$ cat config.mk
export PLATFORM = sky130hd
export DESIGN_NAME = fir_controller
export DESIGN_NICKNAME = d
export VERILOG_FILES = /design/src/rtl/fir_pkg.sv /design/src/rtl/fir_controller_tap_counter.sv /design/src/rtl/fir_controller.sv
export SDC_FILE = /design/constraint.sdc
export NUM_CORES = 1
export LEC_CHECK = 0
export ABC_AREA = 1
export CAP_MARGIN = 10
export CORE_MARGIN = 8
export CORE_UTILIZATION = 51
export DETAILED_ROUTE_END_ITERATION = 10
export PLACE_DENSITY = 0.92
export SETUP_SLACK_MARGIN = 0.15
export SLEW_MARGIN = 20
export SYNTH_ARGS = -nofsm -noshare
export SYNTH_HDL_FRONTEND = slang
export SYNTH_SLANG_ARGS = --single-unit
$ cat constraint.sdc
create_clock -name clk -period 2 [get_ports clk]
set_input_delay 0.2 -clock clk [delete_from_list [all_inputs] [get_ports clk]]
set_output_delay 0.2 -clock clk [all_outputs]
set_load 0.005 [all_outputs]
$ cat src/rtl/fir_pkg.sv
// FIR controller shared types and sizing constants.
// Imported by the tap counter and the controller FSM.
package fir_pkg;

  localparam int FIR_SIZE = 64;
  localparam int ADDR_W   = 6;
  localparam int IN_W     = 16;
  localparam int OUT_W    = 38;

  typedef enum logic [1:0] {
    IDLE,
    COMPUTE,
    DRAIN,
    DONE
  } fir_state_t;

endpackage

$ cat src/rtl/fir_controller_tap_counter.sv
// Tap index counter for the FIR sweep, modulo N.
// Ports: clk, rst (async high), clr, en -> cnt, tc (cnt==N-1).
module tap_counter
  import fir_pkg::*;
#(
  parameter int N = FIR_SIZE,
  parameter int W = $clog2(N)
) (
  input  logic         clk,
  input  logic         rst,
  input  logic         clr,
  input  logic         en,
  output logic [W-1:0] cnt,
  output logic         tc
);

  logic [W-1:0] cnt_q;
  logic [W-1:0] cnt_d;

  assign tc  = (cnt_q == W'(N - 1));
  assign cnt = cnt_q;

  // clear wins over enable
  always_comb begin
    cnt_d = cnt_q;
    if (clr) begin
      cnt_d = '0;
    end else if (en) begin
      cnt_d = tc ? '0 : cnt_q + W'(1);
    end
  end

  always_ff @(posedge clk or posedge rst) begin
    if (rst) begin
      cnt_q <= '0;
    end else begin
      cnt_q <= cnt_d;
    end
  end

endmodule

$ cat src/rtl/fir_controller.sv
// FIR controller: accepts a sample, sweeps taps, drains, hands off result.
// Ports: clk, rst, in_valid/in_ready, out_valid/out_ready,
//        shift, flush, freeze, address, busy.
module fir_controller
  import fir_pkg::*;
#(
  parameter int FIR_size  = FIR_SIZE,
  parameter int AddrWidth = $clog2(FIR_size)
) (
  input  logic                 clk,
  input  logic                 rst,
  input  logic                 in_valid,
  output logic                 in_ready,
  output logic                 out_valid,
  input  logic                 out_ready,
  output logic                 shift,
  output logic                 flush,
  output logic                 freeze,
  output logic [AddrWidth-1:0] address,
  output logic                 busy
);

  fir_state_t state_q;
  fir_state_t state_d;

  logic [AddrWidth-1:0] cnt;
  logic                 tc;
  logic                 cnt_clr;
  logic                 cnt_en;

  tap_counter #(
    .N (FIR_size),
    .W (AddrWidth)
  ) u_cnt (
    .clk (clk),
    .rst (rst),
    .clr (cnt_clr),
    .en  (cnt_en),
    .cnt (cnt),
    .tc  (tc)
  );

  always_comb begin
    state_d   = state_q;
    in_ready  = 1'b0;
    out_valid = 1'b0;
    shift     = 1'b0;
    flush     = 1'b0;
    freeze    = 1'b1;
    address   = '0;
    busy      = 1'b0;
    cnt_clr   = 1'b0;
    cnt_en    = 1'b0;
    unique case (state_q)
      IDLE: begin
        in_ready = ~rst;
        if (in_valid & in_ready) begin
          shift   = 1'b1;
          flush   = 1'b1;
          freeze  = 1'b0;
          cnt_clr = 1'b1;
          state_d = COMPUTE;
        end
      end
      COMPUTE: begin
        freeze  = 1'b0;
        address = cnt;
        busy    = 1'b1;
        cnt_en  = 1'b1;
        if (tc) begin
          cnt_clr = 1'b1;
          state_d = DRAIN;
        end
      end
      DRAIN: begin
        address = AddrWidth'(FIR_size - 1);
        busy    = 1'b1;
        state_d = DONE;
      end
      DONE: begin
        out_valid = 1'b1;
        in_ready  = ~rst & out_ready;
        if (out_ready) begin
          if (in_valid) begin
            // back-to-back: result handed off and new sample taken together
            shift   = 1'b1;
            flush   = 1'b1;
            cnt_clr = 1'b1;
            state_d = COMPUTE;
          end else begin
            state_d = IDLE;
          end
        end
      end
      default: begin
        state_d = IDLE;
      end
    endcase
  end

  always_ff @(posedge clk or posedge rst) begin
    if (rst) begin
      state_q <= IDLE;
    end else begin
      state_q <= state_d;
    end
  end

endmodule

==> results of run 1 <==
cell families (layout without fill, tap and decap cells):
kind of cell,count (synthesis),after routing
and+or+nand+nor,46,46
buffers and inverters,18,42
AOI/OAI and AO/OA,17,17
DFF,8,8
adders and majority gates,7,7
xor gates and xnor gates,1,1
area by class of cell:
type / instances / area [um2] / share of cell area
Clock buffer: 3 / 22.5 / 0.0241
Sequential cell: 8 / 200 / 0.214
Tap cell: 15 / 18.8 / 0.0201
Timing Repair Buffer: 23 / 199 / 0.213
Multi-Input combinational cell: 71 / 432 / 0.462
Inverter: 16 / 62.6 / 0.0669
routing by layer:
metal,share of wire,track usage,up-vias,wire [um]
met5,0,0,-,0
met4,0.0082,0.0776,0,15
met3,0.096,0.0199,2,176
met2,0.48,0.228,41,882
met1,0.41,0.158,316,760
li1,-,-,357,-
power breakdown:
group	internal (mW)	switching [mW]	leakage (nW)
combinational	0.489	0.585	0.391
clock	0.0679	0.0446	0.0138
sequential	0.225	0.0687	0.104
worst register-to-register path, stage by stage, from the launching register on:
cell,delay (ns)
sky130_fd_sc_hd__dfrtp_1,0.38
sky130_fd_sc_hd__buf_4,0.17
sky130_fd_sc_hd__ha_4,0.18
sky130_fd_sc_hd__clkbuf_2,0.14
sky130_fd_sc_hd__buf_4,0.15
sky130_fd_sc_hd__o21ai_4,0.09
sky130_fd_sc_hd__nand2_2,0.12
sky130_fd_sc_hd__nand2_1,0.11
sky130_fd_sc_hd__o21ai_1,0.11
sequential cells by signal, indices dropped and copies added (netlist names):
register / count
u_cnt.cnt: 6
state_q: 2
layout by cell type (no fill, tap or decap):
cell	Yosys	layout
sky130_fd_sc_hd__a21oi_2	0	1
sky130_fd_sc_hd__o21ai_4	1	1
sky130_fd_sc_hd__nand2_1	23	23
sky130_fd_sc_hd__ha_4	0	3
sky130_fd_sc_hd__buf_4	1	7
sky130_fd_sc_hd__inv_1	16	13
sky130_fd_sc_hd__dfrtp_1	8	8
sky130_fd_sc_hd__o21ai_0	3	3
sky130_fd_sc_hd__inv_2	0	2
sky130_fd_sc_hd__nand3_1	7	7
sky130_fd_sc_hd__nand3_2	1	1
sky130_fd_sc_hd__clkbuf_4	0	3
sky130_fd_sc_hd__inv_4	0	1
sky130_fd_sc_hd__nand2_2	1	1
sky130_fd_sc_hd__o21ai_1	3	3
sky130_fd_sc_hd__a21oi_1	8	7
sky130_fd_sc_hd__xor2_1	1	1
sky130_fd_sc_hd__ha_1	7	4
sky130_fd_sc_hd__clkbuf_2	0	1
sky130_fd_sc_hd__dlygate4sd2_1	0	9
sky130_fd_sc_hd__o21bai_1	2	2
sky130_fd_sc_hd__dlymetal6s2s_1	0	1
sky130_fd_sc_hd__nand4_1	1	1
sky130_fd_sc_hd__clkdlybuf4s50_1	0	5
sky130_fd_sc_hd__nor2_1	13	13
worst paths after layout:
path	depth (start not counted)	start	endpoint
setup / recovery	7	state_q[0]	address[5]
hold / removal	3	rst	state_q[1]
setup reg to reg	8	state_q[0]	state_q[1]
hold reg to reg	2	u_cnt.cnt[5]	u_cnt.cnt[5]
max in group asynchronous	3	rst	u_cnt.cnt[2]
min in group clk	2	u_cnt.cnt[5]	u_cnt.cnt[5]
through the flow:
stage / utilization / hold slack [ns]
3_5_place_dp: 0.664 / 0.553
4_1_cts: 0.715 / 0.310
2_1_floorplan: - / 0.0402
5_1_grt: 0.737 / 0.379
6_report: 0.737 / 0.330
3_3_place_gp: 0.664 / 0.543
Yosys cell counts:
cell | n | area [um2]
sky130_fd_sc_hd__a21oi_1 | 8 | 40.0
sky130_fd_sc_hd__buf_4 | 1 | 7.51
sky130_fd_sc_hd__buf_6 | 1 | 11.3
sky130_fd_sc_hd__dfrtp_1 | 8 | 200
sky130_fd_sc_hd__ha_1 | 7 | 87.6
sky130_fd_sc_hd__inv_1 | 16 | 60.1
sky130_fd_sc_hd__nand2_1 | 23 | 86.3
sky130_fd_sc_hd__nand2_2 | 1 | 6.26
sky130_fd_sc_hd__nand3_1 | 7 | 35.0
sky130_fd_sc_hd__nand3_2 | 1 | 10.0
sky130_fd_sc_hd__nand4_1 | 1 | 6.26
sky130_fd_sc_hd__nor2_1 | 13 | 48.8
sky130_fd_sc_hd__o21ai_0 | 3 | 15.0
sky130_fd_sc_hd__o21ai_1 | 3 | 15.0
sky130_fd_sc_hd__o21ai_4 | 1 | 16.3
sky130_fd_sc_hd__o21bai_1 | 2 | 15.0
sky130_fd_sc_hd__xor2_1 | 1 | 8.76
repair_timing:
item | in CTS | in global routing
setup endpoints to repair | 11 | 2
hold buffers | 0 | 0
gates resized for setup | 16 | 5
pin swaps | 1 | 0
setup buffers | 4 | 1
gates cloned | 0 | 0
==> results list, run 1 <==
- The worst setup path is launched from a flip-flop.
* Initial Util: 0.528
- VDD sags by at most between 0.7 and 0.8 mV.
- Timing analysis after detailed placement gives a worst setup slack of approximately 0.024 ns.
* Startpoint-to-endpoint class of the critical path: flip-flop to primary output
- In this run, synthesis produced a sequential element count of 8.
- After synthesis, the netlist uses 17 different library cells.
- Power spread over the standard cell area amounts to about 1600 nW/um2.
- Latest clock arrival within the worst-skew pair: about 0.24 ns
- The floorplan step defined a die boundary enclosing roughly 2700 um2.
* Most frequent CP cell: sky130_fd_sc_hd__buf_4
- At the pin with the least slew margin, the transition time is around 0.21 ns.
- Buf+Inv Stages, Crit Path: 4
- Maximum number of pins on one net before global-route repair: 9
- Max Fanout on Critical Path: 6
- Vert. Die Dim: between 50 and 60 um
* Floorplan die width: 52.2 um
- Arrival time reported for the critical path endpoint: 1.69 ns
- Of the total synthesized cell area, the portion taken by full adders, half adders and majority gates is 0.131.
* Number of nets at the end of the flow: 134
- Layout cells sized above 1: 0.174
* Via count of the first global-routing pass: slightly below 700
* Post-route cell area: 935 um2
- Number of setup violations in the final report: 0
- Number of failing hold endpoints at the final stage: 0
- The core region is about 1300 um2.
- TritonCTS created 3 clock buffers.
- Global-route congestion overflow total: 0
- The initial antenna violation count was 0.
* Family with the most delay on the worst path: buffers and inverters
* Worst Slack Setup Final: around 0.11 ns
- Synthesized cell area: between 600 and 700 um2
- The detailed router finished its first iteration with 39 violations.
* Depth of the CTS H-tree: 1
- Mux cell area share after synthesis: 0
- The flow ran to the end, and the final reports show no timing, DRC or antenna violations.
- Synthesized area per cell: just under 7 um2
- Count of TritonRoute iterations in the first routing pass: 4
- CP Data Required Time: about 1.8 ns
- For the final database, setup skew stands at 0.000421 ns.
- The tool flagged a number of max-cap violations equal to 0.
* Overall global routing resource usage: 0.135
* Number of input and output port buffers inserted: 15
* Post-Synth Simple-Gate Area: 0.288
- Routability-driven placement finished with a final weighted congestion of slightly above 0.8.
- Slowest stage cell on the critical path: sky130_fd_sc_hd__dfrtp_1
- Count of non-filler cells in the finished layout: roughly 140
- Setup Total Neg Slack: 0 ns
* Clock tree root driver cell: sky130_fd_sc_hd__clkbuf_4
* Avg WL per Cell: roughly 13 um
- In the routed layout, each cell is associated on average with a via count of 5.26.
- Number of instances in the synthesized netlist: 97
* Portion of the clock cycle consumed by the worst path in the final layout: 0.944
* Clock transition at the registers of the reported paths: around 0.050 ns
- CTS Buffer Depth: 2
- Longest individual stage delay on the worst path: between 0.3 and 0.4 ns
- The number of max-slew violations in the final report came to 0.
- Of the synthesized area, sequential elements account for 0.299.
- For this design the top-level I/O count stands at 16.
- The worst setup path is captured at a primary output.
- Counting tap cells, the placed design contains a total of around 130 instances.
- Kind of path behind the tightest hold check: input pin to asynchronous set/reset pin
- Clock tree from TritonCTS: done
* Post-placement cell area: between 800 and 900 um2
* Global-route wire length before repair: between 2000 and 3000 um
* Setup slack of the worst register-to-register path: approximately 0.41 ns
* # rows: 13
- Counting every net in the synthesized netlist gives between 100 and 150.
* TritonCTS Sinks: 8
- The routed layout has 716 vias.
- Measured against its own limit, the worst slew margin works out to 0.858.
* Post-synthesis share of cell area spent on xor and xnor gates: 0.0131
- Total routed wirelength: about 1800 um
- Antenna diode instance count: 0
* Signed area change from the synthesized netlist to the final layout: 39.6%
* Leakage component of the power: around 0.5 nW
- Filler cell count in the final layout: 85
- Based on the critical path, the design can be clocked at up to between 500 and 600 MHz.
- By area, the combinational part of the netlist is dominated by simple AND/OR/NAND/NOR gates.
* Post-DP HPWL: 1290 um
- The critical path goes through buf_4 -> ha_4 -> clkbuf_2 -> buf_4 -> nand2_1 -> a21oi_2 -> dlygate4sd2_1.
- The worst path in the final design needs a cycle of between 1.5 and 2 ns, including I/O delays and setup.
- Setup repair after global routing missed its margin: true
- Total power of the final layout: roughly 1.5 mW
* Antenna-violating nets left: 0
- Synth Area in Compound Gates: 0.151
- For this run, design rule violations remaining after detail routing come to 0.
* Total number of yosys warnings: 0
(Power assumes the default switching activity.)
==> run 2, diff against run 1 <==
--- a/config.mk
+++ b/config.mk
@@ -8,9 +8,9 @@
 export ABC_AREA = 1
 export CAP_MARGIN = 10
 export CORE_MARGIN = 8
-export CORE_UTILIZATION = 51
+export CORE_UTILIZATION = 43
 export DETAILED_ROUTE_END_ITERATION = 10
-export PLACE_DENSITY = 0.92
+export PLACE_DENSITY = 0.83
 export SETUP_SLACK_MARGIN = 0.15
 export SLEW_MARGIN = 20
 export SYNTH_ARGS = -nofsm -noshare
==> constraint.sdc (replaced) <==
create_clock -name clk -period 1.6 [get_ports clk]
set_input_delay 0.16 -clock clk [delete_from_list [all_inputs] [get_ports clk]]
set_output_delay 0.16 -clock clk [all_outputs]
set_load 0.005 [all_outputs]
==> run 2 against run 1 <==
Design area increased by 20%. Clock skew increased by 0.0055 ns. Critical path type unchanged. Sequential power increased by 25%. Clock power increased by 27%. Worst setup slack got worse by 0.084 ns.
==> results list, run 2 (same netlist as run 1, synthesis figures left out) <==
- Result of the run: finished, final reports clean (unchanged).
- Max Slew Vio Count: 0 (unchanged)
- The diode insertion count for antenna repair came to 0 (unchanged).
- The actual slew at the worst max-slew pin is 0.258 ns (was 0.212 ns).
* Core area: 1490 um2 (was 1270 um2)
* Number of input and output port buffers inserted: 15 (unchanged)
* DRC errors left: 0 (unchanged)
* Largest register FFs: 6 (unchanged)
- The worst relative slew slack was 0.828 (was 0.858).
- The setup slack of the most critical reg-to-reg path is 0.20 ns (was 0.41 ns).
* PwrDens: 2080 nW/um2 (was 1580 nW/um2)
- The CTS clock-pin slew for the worst setup and hold paths is 0.05 ns (about the same).
- The final antenna-violating net count was 0 (unchanged).
* Most frequent cells in the layout: 17 x sky130_fd_sc_hd__nand2_1, 14 x sky130_fd_sc_hd__buf_4, 10 x sky130_fd_sc_hd__inv_1, 10 x sky130_fd_sc_hd__buf_2, 8 x sky130_fd_sc_hd__nor2_1 (was 23 x sky130_fd_sc_hd__nand2_1, 13 x sky130_fd_sc_hd__inv_1, 13 x sky130_fd_sc_hd__nor2_1)
* Arrival time reported for the critical path endpoint: 1.41 ns (was 1.69 ns)
- The kind of launch point of the worst setup path was a flip-flop (unchanged).
* Slowest stage cell on the critical path: sky130_fd_sc_hd__dfrtp_1 (unchanged)
* Crit-path cells: inv_2 -> ha_4 -> inv_4 -> buf_8 -> a21oi_2 -> buf_2 (was buf_4 -> ha_4 -> clkbuf_2 -> buf_4 -> nand2_1 -> a21oi_2 -> dlygate4sd2_1)
- The number of cells on the worst reg-to-reg path came to 10 (was 8).
- The hold-fix buffer count after cts came to 0 (unchanged).
* # rows: 14 (was 13)
- The initial antenna violation count came to 0 (unchanged).
* Portion of the clock cycle consumed by the worst path in the final layout: 0.983
- The count of vias placed by the detailed router came to 792 (was 716).
- The worst stage delay on the critical path was 0.40 ns (was 0.38 ns).
* Setup Skew: 0.00592 ns (was 0.000421 ns)
- The insertion delay to the later sink of the worst-skew pair is 0.24 ns (about the same).
- Via-to-Cell Ratio: 5.35 (was 5.26)
- Worst setup path endpoint: address[4] (was address[5])
* Global-route wire length before repair: 3290 um (was 2840 um)
- The number of DRC markers in iteration 0 came to 26 (was 39).
* Leakage component of the power: 0.554 nW (was 0.508 nW)
- The sum of overflow across all layers after global routing is 0 (unchanged).
- The type of destination of the critical path is a primary output (unchanged).
* Maximum VDD drop: 1.11 mV (was 0.796 mV)
- The startpoint of the most critical register-to-register path is state_q[1] (was state_q[0]).
* Signed area change from the synthesized netlist to the final layout: 67.3% (was 39.6%)
* Post-route minimum period: approximately 1.6 ns
- Initial Util: 0.450 (was 0.528)
- The clock tree root driver cell is sky130_fd_sc_hd__clkbuf_4 (unchanged).
- TritonCTS Sinks: 8 (unchanged)
- Setup repair after global routing missed its margin: true (unchanged)
- The reg-to-reg critical path endpoint is u_cnt.cnt[4] (was state_q[1]).
- Clock tree from TritonCTS: done (unchanged)
* Max Fanout on Critical Path: 7 (was 6)
* Post-DP HPWL: 1430 um (was 1290 um)
- Derived from the worst setup path, the maximum achievable clock frequency is 636 MHz.
- Vert. Die Dim: 55.5 um (was 52.2 um)
- The required time of the worst setup path was 1.44 ns (was 1.80 ns).
* CTS Buffer Depth: 2 (unchanged)
* Num ports: 16 (unchanged)
- The die area is 3080 um2 (was 2730 um2).
- Via count of the first global-routing pass: 757 (was 677)
- Depth of the CTS H-tree: 1 (unchanged)
- The class of the most critical hold timing path is input pin to asynchronous set/reset pin (unchanged).
- The total of max-cap violations was 0 (unchanged).
- The total wirelength of the detailed-routed design came to 2250 um (was 1830 um).
- Startpoint-to-endpoint class of the critical path: flip-flop to primary output (unchanged)
- The launch point of the critical path was state_q[0] (unchanged).
* Overall global routing resource usage: 0.126 (was 0.135)
- Post-placement cell area: 911 um2 (was 842 um2)
* Floorplan die width: 55.5 um (was 52.2 um)
- The most common library cell in the layout ignoring fill and taps is sky130_fd_sc_hd__nand2_1 (unchanged).
- The first-pass detailed-route iteration total came to 4 (unchanged).
- The average wire length per cell after detail routing is 15.2 um (was 13.5 um).
- The hold violation count in the final report came to 0 (unchanged).
- The total design power came to 2.33 mW (was 1.48 mW).
* Maximum number of pins on one net before global-route repair: 9 (unchanged)
- The number of nets in the final layout came to 145 (was 134).
* Post-route cell area: 1120 um2 (was 935 um2)
* Final estimated routing congestion in global placement: 0.797 (was 0.807)
* Total clock buffers created by CTS: 3 (unchanged)
- Number of setup violations in the final report: 0 (unchanged)
- The share of final-layout standard cells stronger than drive strength 1 came to 0.553 (was 0.174).
[run 2: cell count changes in the layout (fill, tap and decap cells not counted), sizes merged]
cell | previous run | this run
dlygate4sd2 | 9 | 0
dlymetal6s2s | 1 | 0
clkbuf | 4 | 5
clkdlybuf4s50 | 5 | 3
buf | 7 | 29
[run 2: repair_timing]
item	in CTS	in global routing
gates resized for setup	73	28
gates cloned	0	0
setup buffers	4	3
pin swaps	5	7
endpoints found under the setup margin	18	20
[run 2: worst min-delay path by stage]
stage	end	slack, ns	cells after the start
after floorplan	state_q[0]	0.0002	1
after global placement	state_q[1]	0.53	3
after detailed placement	u_cnt.cnt[4]	0.55	3
after CTS	u_cnt.cnt[3]	0.30	3
after global routing	u_cnt.cnt[5]	0.33	3
final	u_cnt.cnt[3]	0.31	3
[run 2: worst max-delay path: cells and delay by family, from the launching register on]
kind / cells / cell delay, ns
adders and majority gates: 1 / 0.28
AOI/OAI and AO/OA: 1 / 0.11
buffers and inverters: 4 / 0.38
DFF: 1 / 0.40
[run 2: stage by stage]
step / setup TNS (ns) / std cells / hold slack [ns] / setup slack, ns / utilization
2_1_floorplan: 0 / 97 / 0.000178 / 0.284 / -
3_3_place_gp: -0.833 / 138 / 0.534 / -0.123 / 0.612
3_5_place_dp: -1.24 / 138 / 0.547 / -0.173 / 0.612
4_1_cts: 0 / 145 / 0.299 / 0.0531 / 0.683
5_1_grt: -0.108 / 148 / 0.335 / -0.0236 / 0.752
6_report: 0 / 148 / 0.313 / 0.0275 / 0.752
[run 2: where the power goes]
part	total (mW)	internal, mW	switching [mW]
registers	0.368	0.284	0.0847
logic	1.82	0.860	0.956
clock network	0.144	0.0852	0.0587
total	2.33	1.23	1.10
[run 2: per-layer routing]
| layer | routed length (um) | GRT usage | part of all wire |
|---|---|---|---|
| met3 | 101 | 0.0274 | 0.045 |
| met1 | 997 | 0.154 | 0.44 |
| met4 | 46 | 0.0634 | 0.020 |
| met5 | 0 | 0 | 0 |
| met2 | 1100 | 0.200 | 0.49 |
[run 2: area by class of cell]
type | instances | area, um2
multi-input combinational | 71 | 553
inverter | 16 | 67.6
clock buffer | 3 | 22.5
timing repair buffer | 34 | 255
sequential | 8 | 201
tap | 16 | 20.0
fill | 99 | 369
==> run 3, diff against run 2 <==
--- a/config.mk
+++ b/config.mk
@@ -6,7 +6,7 @@
 export NUM_CORES = 1
 export LEC_CHECK = 0
 export ABC_AREA = 1
-export CAP_MARGIN = 10
+export CAP_MARGIN = 20
 export CORE_MARGIN = 8
 export CORE_UTILIZATION = 43
 export DETAILED_ROUTE_END_ITERATION = 10
==> constraint.sdc (replaced) <==
create_clock -name clk -period 1.6 [get_ports clk]
set_input_delay 0.16 -clock clk [delete_from_list [all_inputs] [get_ports clk]]
set_output_delay 0.16 -clock clk [all_outputs]
set_load 0.1 [all_outputs]
==> run 3 against run 2 <==
The run now ends with setup timing left. Final cell count fell by 2.0%. Design area rose by 17%. Via count rose by 9.6%. Utilization rose by 12 points. Hold slack improved by 0.046 ns.
==> results list, run 3 (same netlist as run 1, synthesis figures left out) <==
- The wire length of the first global-routing pass came to 3960 um (was 3290 um).
* Total routed wirelength: 2720 um (was 2250 um)
- The post-route DRC violation count was 0 (unchanged).
* Crit-path cells: inv_4 -> ha_4 -> clkinvlp_4 -> buf_12 -> a21oi_4 -> buf_12 (was inv_2 -> ha_4 -> inv_4 -> buf_8 -> a21oi_2 -> buf_2)
- Setup Skew: 0.00829 ns (was 0.00592 ns)
* Floorplan die width: 55.5 um (unchanged)
* Clock tree from TritonCTS: done (unchanged)
- Critical Path Sink Type: primary output (unchanged)
* Clock transition at the registers of the reported paths: 0.06 ns (was 0.05 ns)
- The flip-flop count of the largest register after layout is 6 (unchanged).
- The ratio of final minimum period to clock period is 1.11 (was 0.983).
- The number of placed I/O pins was 16 (unchanged).
* Violated checks: setup timing
- Latest clock arrival within the worst-skew pair: 0.25 ns (was 0.24 ns)
* Total clock buffers created by CTS: 3 (unchanged)
- Via-to-Cell Ratio: 5.99 (was 5.35)
- Max Fanout on Critical Path: 8 (was 7)
* Critical Path Start: state_q[1] (was state_q[0])
- Depth of the CTS H-tree: 1 (unchanged)
- Kind of path behind the tightest hold check: input pin to asynchronous set/reset pin (unchanged)
- The filler cell count was 65 (was 99).
* Initial Util: 0.450 (unchanged)
- The largest net degree at the start of global routing was 12 (was 9).
- Met3 demand-to-capacity share in global routing: 0.0228 (was 0.0274)
* Max Slew Vio Count: 0 (unchanged)
- The synthesis-to-layout area growth was 95.0% (was 67.3%).
* Startpoint-to-endpoint class of the critical path: flip-flop to primary output (unchanged)
- The actual slew at the worst max-slew pin is 0.295 ns (was 0.258 ns).
* Max cap viols: 0 (unchanged)
* Vert. Die Dim: 55.5 um (unchanged)
- Number of failing hold endpoints at the final stage: 0 (unchanged)
- The area of the core came to 1490 um2 (unchanged).
- Family with the most delay on the worst path: buffers and inverters (was flip-flops)
- Post-route minimum period: 1.78 ns (was 1.57 ns)
- Final estimated routing congestion in global placement: 0.841 (was 0.797)
- Total of hold buffers inserted after clock tree synthesis: 0 (unchanged)
- The total setup violations reported at the end of the flow came to 10 (was 0).
* Global-route congestion overflow total: 0 (unchanged)
- The number of nets in the final layout is 141 (was 145).
- The highest-delay cell along the critical path was sky130_fd_sc_hd__dfrtp_2 (was sky130_fd_sc_hd__dfrtp_1).
- Most frequent CP cell: sky130_fd_sc_hd__buf_12
- Type of element launching the critical path: flip-flop (unchanged)
- Most common cell after layout, fill and taps aside: sky130_fd_sc_hd__nand2_1 (unchanged)
- The initial antenna violation count was 0 (unchanged).
* Max-Slew Margin vs Limit: 0.803 (was 0.828)
* Worst Slack Setup Final: -0.181 ns (was 0.0275 ns)
- Overall global routing resource usage: 0.149 (was 0.126)
- Most frequent cells in the layout: 19 x sky130_fd_sc_hd__nand2_1, 13 x sky130_fd_sc_hd__buf_12, 13 x sky130_fd_sc_hd__buf_4 (was 17 x sky130_fd_sc_hd__nand2_1, 14 x sky130_fd_sc_hd__buf_4, 10 x sky130_fd_sc_hd__inv_1, 10 x sky130_fd_sc_hd__buf_2, 8 x sky130_fd_sc_hd__nor2_1).
* Worst-case setup slack after placement: 0.0304 ns (was -0.173 ns)
* Antenna-violating nets left: 0 (unchanged)
* Antenna diode instance count: 0 (unchanged)
* Avg WL per Cell: 18.7 um (was 15.2 um)
* Count of routing violations after the opening detailed-route iteration: 76 (was 26)
* Die area: 3080 um2 (unchanged)
- The clock tree root driver cell was sky130_fd_sc_hd__clkbuf_4 (unchanged).
- The buffering stage count on the worst path with inverters included came to 4 (unchanged).
- The number of sinks handled by clock tree synthesis was 8 (unchanged).
- Setup repair after global routing missed its margin: true (unchanged)
* # rows: 14 (unchanged)
- Result of the run: finished, violations left (was finished, final reports clean).
* Worst reg2reg startpoint: state_q[0] (was state_q[1])
- The number of port buffers was 15 (unchanged).
* Post-layout util: 0.876 (was 0.752)
* Routed via count: 868 (was 792)
- The arrival time at the worst endpoint came to 1.62 ns (was 1.41 ns).
- The share of final-layout standard cells stronger than drive strength 1 is 0.512 (was 0.553).
* CTS Buffer Depth: 2 (unchanged)
* CP Data Required Time: 1.44 ns (about the same)
- The half-perimeter wire length after placement is 1480 um (was 1430 um).
* Via count of the first global-routing pass: 842 (was 757)
* Longest individual stage delay on the worst path: 0.41 ns (was 0.40 ns)
- Layer with the highest usage: met2 (unchanged)
- Count of TritonRoute iterations in the first routing pass: 5 (was 4)
* Highest achievable clock rate: 561 MHz (was 636 MHz)
* Met1 track utilization from global routing: 0.163 (was 0.154)
- The global-route track usage on met2 was 0.269 (was 0.200).
-- run 3: changes by cell type in the layout (fill, tap and decap cells not counted), moves of 3 or more --
| cell | change |
|---|---|
| sky130_fd_sc_hd__a21oi_2 | -7 |
| sky130_fd_sc_hd__inv_2 | -3 |
| sky130_fd_sc_hd__a21oi_4 | +6 |
| sky130_fd_sc_hd__buf_12 | +13 |
| sky130_fd_sc_hd__buf_6 | -3 |
| sky130_fd_sc_hd__nand2_4 | -3 |
| sky130_fd_sc_hd__o21ai_1 | +3 |
| sky130_fd_sc_hd__buf_2 | -10 |
| sky130_fd_sc_hd__clkinvlp_4 | +3 |
-- run 3: through the flow --
| step | cells | cell area (um2) | hold slack (ns) | TNS, ns |
|---|---|---|---|---|
| 3_5_place_dp | 131 | 1120 | 0.551 | 0 |
| 6_report | 145 | 1310 | 0.359 | -1.52 |
| 4_1_cts | 142 | 1230 | 0.315 | -1.02 |
| 2_1_floorplan | 97 | 801 | 0.00768 | -4.00 |
| 3_3_place_gp | 131 | 1120 | 0.548 | 0 |
| 5_1_grt | 145 | 1310 | 0.409 | -1.93 |
-- run 3: worst paths after layout --
path                           endpoint  slack [ns]  depth (start not counted)
max                          address[5]       -0.18                          6
min                        u_cnt.cnt[5]        0.36                          3
max reg2reg                u_cnt.cnt[4]        0.10                          8
min reg2reg                u_cnt.cnt[1]        0.61                          2
max in group asynchronous  u_cnt.cnt[1]        1.10                          3
min in group clk           u_cnt.cnt[1]        0.61                          2
-- run 3: cell type report --
cell class	count	area [um2]	area share
Sequential cell	8	204	0.156
Tap cell	16	20.0	0.0153
Timing Repair Buffer	30	399	0.306
Inverter	16	81.3	0.0623
Multi-Input combinational cell	71	574	0.440
Clock buffer	4	26.3	0.0201
-- run 3: worst reg2reg max path, cell delays in order (launching register included) --
cell	delay, ns
sky130_fd_sc_hd__dfrtp_2	0.44
sky130_fd_sc_hd__buf_4	0.15
sky130_fd_sc_hd__ha_4	0.18
sky130_fd_sc_hd__buf_6	0.13
sky130_fd_sc_hd__buf_4	0.14
sky130_fd_sc_hd__inv_4	0.06
sky130_fd_sc_hd__o21ai_1	0.09
sky130_fd_sc_hd__o21ai_1	0.14
sky130_fd_sc_hd__nor2_2	0.06
-- run 3: per-layer routing --
metal / routed length, um / vias up
met5: 0 / -
met1: 966 / 415
met2: 1430 / 73
li1: - / 368
met4: 70 / 0
met3: 250 / 12
-- run 3: repair_timing --
action,CTS,global route
resized for setup,7,20
endpoints found under the hold margin,0,0
endpoints found under the setup margin,18,19
pin swaps,2,4
setup buffers,7,3
Power of run 3 is not shown: default switching activity piles up to over one toggle a cycle in this logic, so the estimate is an artifact.
